===== config.mk =====
export PLATFORM = sky130hd
export DESIGN_NAME = dual_issue_scoreboard_flat
export DESIGN_NICKNAME = d
export VERILOG_FILES = /design/src/rtl/dual_issue_scoreboard_if.sv /design/src/rtl/dual_issue_scoreboard.sv /design/src/flat_wrapper.sv
export SDC_FILE = /design/constraint.sdc
export NUM_CORES = 1
export LEC_CHECK = 0
export CAP_MARGIN = 20
export CORE_MARGIN = 3
export CORE_UTILIZATION = 35
export DETAILED_ROUTE_END_ITERATION = 8
export PLACE_DENSITY = 0.56
export SETUP_SLACK_MARGIN = 0.3
export SLEW_MARGIN = 20
export SYNTH_ARGS = -nofsm -noshare
export SYNTH_HDL_FRONTEND = slang
export SYNTH_SLANG_ARGS = --single-unit
export TNS_END_PERCENT = 50

===== constraint.sdc =====
create_clock -name clk -period 3.9 [get_ports clk]
set_input_delay 0.585 -clock clk [delete_from_list [all_inputs] [get_ports clk]]
set_output_delay 0.585 -clock clk [all_outputs]
set_load 0.01 [all_outputs]

===== src/rtl/dual_issue_scoreboard_if.sv =====
// Fetch-to-decode bus of the dual-issue stage.
//   master : fetch/redirect side (drives flush, in_valid, in_instr0/1; sees in_ready and issue results)
//   slave  : the issue stage itself
//   flush, in_valid, in_ready, in_instr0, in_instr1 : enqueue side
//   out_valid0/1, out_instr0/1, issue_stall        : registered issue results
//   busy_map, q_count                               : scoreboard and queue occupancy status
interface dual_issue_scoreboard_if #(
   parameter int unsigned QDEPTH = 4
);
   localparam int unsigned QW = $clog2(QDEPTH + 1);

   logic          flush;
   logic          in_valid;
   logic          in_ready;
   logic [15:0]   in_instr0;
   logic [15:0]   in_instr1;
   logic          out_valid0;
   logic [15:0]   out_instr0;
   logic          out_valid1;
   logic [15:0]   out_instr1;
   logic          issue_stall;
   logic [7:0]    busy_map;
   logic [QW-1:0] q_count;

   modport master (
      output flush, in_valid, in_instr0, in_instr1,
      input  in_ready, out_valid0, out_instr0, out_valid1, out_instr1,
      input  issue_stall, busy_map, q_count
   );

   modport slave (
      input  flush, in_valid, in_instr0, in_instr1,
      output in_ready, out_valid0, out_instr0, out_valid1, out_instr1,
      output issue_stall, busy_map, q_count
   );
endinterface


===== src/rtl/dual_issue_scoreboard.sv =====
// In-order dual-issue stage: a small instruction queue fed by fetch pairs, plus a per-register
// countdown scoreboard. Issues 0..2 instructions per cycle in program order, stalling on RAW.
// Instruction: [15:12] opcode (0 = nop), [11] imm (rs1 only), [10:8] rd, [7:5] rs1, [4:2] rs2.
// Ports: clk, rst_n (async, active-low), bus (dual_issue_scoreboard_if.slave).
// Build option: define FORWARD_EN to treat a register as sourceable once its count is <= 1.
module dual_issue_scoreboard #(
   parameter int unsigned QDEPTH    = 4,
   parameter int unsigned HAZ_DEPTH = 2,
   parameter int unsigned NUM_REGS  = 8
) (
   input  logic                   clk,
   input  logic                   rst_n,
   dual_issue_scoreboard_if.slave bus
);
   localparam int unsigned IW = 16;
   localparam int unsigned PW = $clog2(QDEPTH);
   localparam int unsigned QW = $clog2(QDEPTH + 1);
   localparam int unsigned CW = 3;
   localparam int unsigned RW = 3;

   logic [IW-1:0]       mem_q [QDEPTH];
   logic [PW-1:0]       rd_ptr_q, rd_ptr_d, wr_ptr_q, wr_ptr_d;
   logic [QW-1:0]       count_q, count_d;
   logic [CW-1:0]       cnt_q [NUM_REGS];
   logic [CW-1:0]       cnt_d [NUM_REGS];
   logic [NUM_REGS-1:0] busy_q, busy_d;
   logic                out_valid0_q, out_valid1_q, issue_stall_q;
   logic [IW-1:0]       out_instr0_q, out_instr1_q;

   logic                in_ready_c, acc_c, wr0_c, wr1_c;
   logic [NUM_REGS-1:0] rdy_c;
   logic [IW-1:0]       h0_c, h1_c;
   logic                h0_vld_c, h1_vld_c, h0_ok_c, h1_ok_c, h1_dep_c;
   logic                iss0_c, iss1_c;
   logic [1:0]          enq_n_c, deq_n_c;

   // Room for a whole pair, judged on the registered count
   assign in_ready_c = (count_q <= QW'(QDEPTH - 2));

   // Enqueue: nops are squeezed out so the queue holds only real work
   always_comb begin
      acc_c   = bus.in_valid && in_ready_c && !bus.flush;
      wr0_c   = acc_c && (bus.in_instr0[15:12] != 4'd0);
      wr1_c   = acc_c && (bus.in_instr1[15:12] != 4'd0);
      enq_n_c = {1'b0, wr0_c} + {1'b0, wr1_c};
   end

   // Source readiness per register
   always_comb begin
      rdy_c = '0;
      for (int r = 0; r < NUM_REGS; r++) begin
`ifdef FORWARD_EN
         rdy_c[r] = (cnt_q[r] <= CW'(1));
`else
         rdy_c[r] = (cnt_q[r] == '0);
`endif
      end
   end

   // Issue selection from the two oldest queue entries
   always_comb begin
      h0_c     = mem_q[rd_ptr_q];
      h1_c     = mem_q[rd_ptr_q + PW'(1)];
      h0_vld_c = (count_q != '0);
      h1_vld_c = (count_q >= QW'(2));
      h0_ok_c  = rdy_c[h0_c[7:5]] && (h0_c[11] || rdy_c[h0_c[4:2]]);
      h1_ok_c  = rdy_c[h1_c[7:5]] && (h1_c[11] || rdy_c[h1_c[4:2]]);
      // Slot 1 may not read or rewrite what slot 0 produces this cycle
      h1_dep_c = (h1_c[7:5] == h0_c[10:8]) ||
                 (!h1_c[11] && (h1_c[4:2] == h0_c[10:8])) ||
                 (h1_c[10:8] == h0_c[10:8]);
      iss0_c   = h0_vld_c && h0_ok_c && !bus.flush;
      iss1_c   = iss0_c && h1_vld_c && h1_ok_c && !h1_dep_c;
      deq_n_c  = {1'b0, iss0_c} + {1'b0, iss1_c};
   end

   // Queue pointer and occupancy update; flush empties the queue
   always_comb begin
      rd_ptr_d = rd_ptr_q + PW'(deq_n_c);
      wr_ptr_d = wr_ptr_q + PW'(enq_n_c);
      count_d  = count_q + QW'(enq_n_c) - QW'(deq_n_c);
      if (bus.flush) begin
         rd_ptr_d = '0;
         wr_ptr_d = '0;
         count_d  = '0;
      end
   end

   // Scoreboard countdown; a fresh issue reloads and wins over the decrement
   always_comb begin
      busy_d = '0;
      for (int r = 0; r < NUM_REGS; r++) begin
         cnt_d[r] = cnt_q[r];
         if (cnt_q[r] != '0) cnt_d[r] = cnt_q[r] - CW'(1);
         if (iss0_c && (h0_c[10:8] == RW'(r))) cnt_d[r] = CW'(HAZ_DEPTH);
         if (iss1_c && (h1_c[10:8] == RW'(r))) cnt_d[r] = CW'(HAZ_DEPTH);
         busy_d[r] = (cnt_d[r] != '0);
      end
   end

   always_ff @(posedge clk or negedge rst_n) begin
      if (!rst_n) begin
         for (int i = 0; i < QDEPTH; i++) mem_q[i] <= '0;
         for (int r = 0; r < NUM_REGS; r++) cnt_q[r] <= '0;
         rd_ptr_q      <= '0;
         wr_ptr_q      <= '0;
         count_q       <= '0;
         busy_q        <= '0;
         out_valid0_q  <= 1'b0;
         out_valid1_q  <= 1'b0;
         out_instr0_q  <= '0;
         out_instr1_q  <= '0;
         issue_stall_q <= 1'b0;
      end else begin
         if (wr0_c) mem_q[wr_ptr_q] <= bus.in_instr0;
         if (wr1_c) mem_q[wr_ptr_q + PW'(wr0_c)] <= bus.in_instr1;
         for (int r = 0; r < NUM_REGS; r++) cnt_q[r] <= cnt_d[r];
         rd_ptr_q      <= rd_ptr_d;
         wr_ptr_q      <= wr_ptr_d;
         count_q       <= count_d;
         busy_q        <= busy_d;
         out_valid0_q  <= iss0_c;
         out_valid1_q  <= iss1_c;
         out_instr0_q  <= iss0_c ? h0_c : '0;
         out_instr1_q  <= iss1_c ? h1_c : '0;
         issue_stall_q <= h0_vld_c && !iss0_c && !bus.flush;
      end
   end

   assign bus.in_ready    = in_ready_c;
   assign bus.out_valid0  = out_valid0_q;
   assign bus.out_instr0  = out_instr0_q;
   assign bus.out_valid1  = out_valid1_q;
   assign bus.out_instr1  = out_instr1_q;
   assign bus.issue_stall = issue_stall_q;
   assign bus.busy_map    = busy_q;
   assign bus.q_count     = count_q;
endmodule


===== src/flat_wrapper.sv =====
// flat-port wrapper written by rule: the top's interface ports become plain ports
module dual_issue_scoreboard_flat 
#(
   parameter int unsigned QDEPTH    = 4,
   parameter int unsigned HAZ_DEPTH = 2,
   parameter int unsigned NUM_REGS  = 8
)
  (clk, rst_n, bus_flush, bus_in_valid, bus_in_instr0, bus_in_instr1, bus_in_ready, bus_out_valid0, bus_out_instr0, bus_out_valid1, bus_out_instr1, bus_issue_stall, bus_busy_map, bus_q_count);
  dual_issue_scoreboard_if #(.QDEPTH(QDEPTH)) bus_i ();
  input  logic clk;
  input  logic rst_n;
  input wire logic [$bits(bus_i.flush)-1:0] bus_flush;
  input wire logic [$bits(bus_i.in_valid)-1:0] bus_in_valid;
  input wire logic [$bits(bus_i.in_instr0)-1:0] bus_in_instr0;
  input wire logic [$bits(bus_i.in_instr1)-1:0] bus_in_instr1;
  output wire logic [$bits(bus_i.in_ready)-1:0] bus_in_ready;
  output wire logic [$bits(bus_i.out_valid0)-1:0] bus_out_valid0;
  output wire logic [$bits(bus_i.out_instr0)-1:0] bus_out_instr0;
  output wire logic [$bits(bus_i.out_valid1)-1:0] bus_out_valid1;
  output wire logic [$bits(bus_i.out_instr1)-1:0] bus_out_instr1;
  output wire logic [$bits(bus_i.issue_stall)-1:0] bus_issue_stall;
  output wire logic [$bits(bus_i.busy_map)-1:0] bus_busy_map;
  output wire logic [$bits(bus_i.q_count)-1:0] bus_q_count;
  assign bus_i.flush = bus_flush;
  assign bus_i.in_valid = bus_in_valid;
  assign bus_i.in_instr0 = bus_in_instr0;
  assign bus_i.in_instr1 = bus_in_instr1;
  assign bus_in_ready = bus_i.in_ready;
  assign bus_out_valid0 = bus_i.out_valid0;
  assign bus_out_instr0 = bus_i.out_instr0;
  assign bus_out_valid1 = bus_i.out_valid1;
  assign bus_out_instr1 = bus_i.out_instr1;
  assign bus_issue_stall = bus_i.issue_stall;
  assign bus_busy_map = bus_i.busy_map;
  assign bus_q_count = bus_i.q_count;
  dual_issue_scoreboard #(.QDEPTH(QDEPTH), .HAZ_DEPTH(HAZ_DEPTH), .NUM_REGS(NUM_REGS)) u_core (.clk(clk), .rst_n(rst_n), .bus(bus_i));
endmodule

==> flow_summary_export.csv <==
group,metric,value,unit
grt,grt_antenna_before_repair,0,
routing,drt-total-wl,21010,microns
cts,clk_pin_slew,0.06,ns
routing,vias,5875,
place,io_buffers,82,
power_and_ir_drop,pwr-share-clk,21.9,%
sta,hold_slack,0.2585,ns
setup_path,r2r_cells,15,
layout,syn2layout_area_growth,25.61,%
setup_path,path_delay_family,"multiplexers",
power_and_ir_drop,ir_drop,0.3849,mV
setup_path,cp.arrival,3.92,ns
synth,yosys.area.top_type,"dfrtp_1",
setup_path,required,4.22,ns
place,place_congestion,0.8291,
grt,grt_pass1_wl,33750,microns
die,placementRows,53,
grt,grt_max_degree,97,
setup_path,worstSetupPathType,"flip-flop to flip-flop",
power_and_ir_drop,power_frac_seq,32.0,%
grt,grt_pass1_vias,6088,
sta,hold_violations,0,
die,start_util,36.26,%
power_and_ir_drop,p_sw,2.866,mW
synth,synthTopCellsByArea,"dfrtp_1 44%, mux2i_1 11%, mux4_2 9.0%",
grt,overflow,0,
routing,via_per_inst,5.380,
cts,cts_max_path_buffers,2,
power_and_ir_drop,combPwrFrac,46.1,%
sta,rsz0062_at_grt,"true",
synth,synthFlopType,"dfrtp_1",
sta,finalCritPeriodShare,92.46,%
cts,cts-buffers-inserted,17,
cts,ctsRootBufferMaster,"clkbuf_16",
setup_path,cp.depth,15,
power_and_ir_drop,leakagePower,4.274,nW
cts,clkLatencyLatePin,0.43,ns
cts,h-tree-depth,4,
sta,setup_ws,0.2942,ns
synth,synth.net_count,768,
routing,first_pass_iters,4,
synth,ys_types,52,
flow_run,maxCapViolations,0,
sta,finalSetupViolations,0,
synth,synth_edf_count,0,
setup_path,cp_common_cell,"ha_4",
status,run_status,"completed",
routing,topRoutingLayerUsed,"met4",
routing,detail-route-antenna-nets,0,
synth,syn_area_per_cell,10.99,sq um
layout,fillers,1969,
die,die_w,155.0,microns
min_path,hold_class,"input port to async pin",
sta,skew,0.01218,ns
cts,cts.sinks,138,
synth,ys_ff_latch,138,
setup_path,cp_max_fo,5,
layout,multi_input_area,4084,sq um
setup_path,cp-start-kind,"flip-flop",
synth,netlist_instances,707,
sta,worstMarginPinSlew,0.8995,ns
place,dp_slack,0.1545,ns
routing,wl_met2,10420,microns
power_and_ir_drop,p_sw_share,37.98,%
synth,synthesis.area,7767,sq um
setup_path,cp-end-kind,"flip-flop",
setup_path,cp_slowest_stage_delay,0.62,ns
setup_path,cp_slowest_cell,"mux4_2",
synth,ys_async_sr_fraction,100.0,%
sta,slew_headroom,40.03,%
routing,wire_per_inst,19.24,microns
sta,min_period,3.606,ns
routing,met1_length,9352,microns
setup_path,cp.buffers_inverters,2,
die,core_region_area,21420,sq um
die,die_area,24020,sq um
synth,ys_seq_area_share,44.46,%
synth,synth_top_area_share,44.46,%
power_and_ir_drop,p_int,4.681,mW
sta,maxSlewViolCount,0,
synth,ys_warn_count,0,
cts,hold_buffers,0,
layout,layout-drive-gt1-share,17.01,%
place,post-dp-hpwl,14870,microns
sta,timing.fmax,0.2773,GHz
sta,tns,0,ns
layout,nets,865,
cts,cts_tree,"built",
routing,first_iter_violations,318,
die,die_h,155.0,microns
routing,wl_met3,888,microns
layout,diodes,0,
routing,drt_drc_violations_left,0,
die,num_io_pins,83,
power_and_ir_drop,p_per_area,773.5,nW/um^2
layout,regArea,3455,sq um
setup_path,cp_cell_sequence,"mux4_2 -> mux2i_1 -> mux4_2 -> or2_4 -> nand2_4 -> nor2_4 -> ha_4 -> ha_4 -> inv_2 -> ha_4 -> inv_2 -> fa_2 -> xnor2_2 -> xnor2_1 -> nor2_1",
grt,grt_usage,18.05,%
[final timing paths]
kind | start | end | slack, ns
worst min-delay path | rst_n | u_core.bus.out_valid1 | 0.26
min in group clk | u_core.cnt_q[1] | u_core.cnt_q[1] | 0.58
worst max register to register | u_core.rd_ptr_q[1] | u_core.bus.q_count[2] | 0.29
worst min register to register | u_core.cnt_q[1] | u_core.cnt_q[1] | 0.58
max in group asynchronous | rst_n | u_core.mem_q[39] | 2.78
worst max-delay path | u_core.rd_ptr_q[1] | u_core.bus.q_count[2] | 0.29
[per-layer routing]
layer / track usage (%) / up-vias
met1: 24.05 / 2960
met3: 3.616 / 28
met2: 29.57 / 157
met4: 6.013 / 0
met5: 0 / -
li1: - / 2730
[Yosys cell counts (2+ instances only)]
cell,instances
inv_1,26
ha_1,23
a31oi_1,4
xor2_1,8
nor4_1,6
mux2i_1,87
o21ai_0,42
a21oi_1,43
or2_2,2
nand3_1,12
nand4_1,3
buf_6,3
nand2_1,48
buf_1,5
nor2b_1,3
a311oi_1,6
xnor2_1,17
and2_1,16
or4_4,3
buf_4,2
nand2b_1,13
nand4b_1,2
and3_1,19
nor3b_1,3
fa_1,2
a311o_1,5
nor3_1,15
dfrtp_1,138
nor4_4,2
buf_2,9
mux4_1,2
mux2_2,3
nor2_1,56
nand3b_1,3
or3_1,2
nor4_2,2
o22a_1,2
mux4_2,31
clkbuf_1,26
[area by class of cell]
| cell class | instances | area share (%) |
|---|---|---|
| flip-flops and latches | 138 | 35.41 |
| well taps | 275 | 3.527 |
| clock inverters | 13 | 1.731 |
| inverters | 26 | 1.000 |
| clock buffers | 19 | 4.437 |
| repair buffers | 123 | 12.04 |
| multi-input cells | 498 | 41.86 |
[metrics by stage]
stage	instance area, sq um	instances	util [%]	total power, mW
6_report	9757	1092	45.55	7.547
5_1_grt	9757	1092	45.55	8.078
4_1_cts	9728	1089	45.42	7.548
3_5_place_dp	9059	1052	42.29	5.804
3_3_place_gp	9059	1052	42.29	5.618
2_1_floorplan	7856	707	-	4.804
[cell usage in the layout, fill, tap and decap left out, drive strengths merged, types with 8 or more instances in the layout]
cell / n
xnor2: 17
nor4: 10
clkbuf: 19
o21ai: 42
nor2: 57
mux4: 33
a21oi: 43
inv: 29
nand2b: 13
nand3: 12
nand2: 49
and2: 16
and3: 19
clkdlybuf4s50: 81
xor2: 8
ha: 23
mux2i: 87
dfrtp: 138
buf: 41
nor3: 15
[flip-flops by register name, summed over array words and instances (netlist names)]
register	flops
u_core.mem_q	64
u_core.bus.issue_stall	1
u_core.bus.out_instr1	16
u_core.wr_ptr_q	2
u_core.bus.out_valid1	1
u_core.bus.q_count	3
u_core.bus.out_instr0	16
u_core.rd_ptr_q	2
u_core.bus.out_valid0	1
u_core.cnt_q	24
u_core.bus.busy_map	8
[repair_timing]
action | in CTS | in global routing
setup endpoints to repair | 1 | 2
gates cloned | 1 | 0
pin swaps | 5 | 1
setup buffers | 4 | 3
gates resized for setup | 4 | 1
[power groups by stage]
| stage | clock network [mW] | logic, mW | registers [mW] |
|---|---|---|---|
| 6_report | 1.65 | 3.48 | 2.41 |
| 3_5_place_dp | 0 | 3.39 | 2.42 |
| 3_3_place_gp | 0 | 3.24 | 2.38 |
| 4_1_cts | 1.69 | 3.46 | 2.40 |
| 5_1_grt | 1.75 | 3.85 | 2.47 |
| 2_1_floorplan | 0 | 2.51 | 2.29 |
[cell families (layout without fill, tap and decap cells)]
kind of cell | Yosys count | count (layout) | synth area share [%]
XOR/XNOR | 25 | 25 | 2.819
buffers and inverters | 71 | 181 | 3.962
AND/OR/NAND/NOR | 217 | 217 | 15.09
flip-flops | 138 | 138 | 44.46
adder cells (fa/ha/maj) | 25 | 25 | 4.220
multiplexers | 124 | 124 | 21.50
AO/OA/AOI/OAI | 107 | 107 | 7.941
Note: power is estimated with default switching activity, not from simulation.
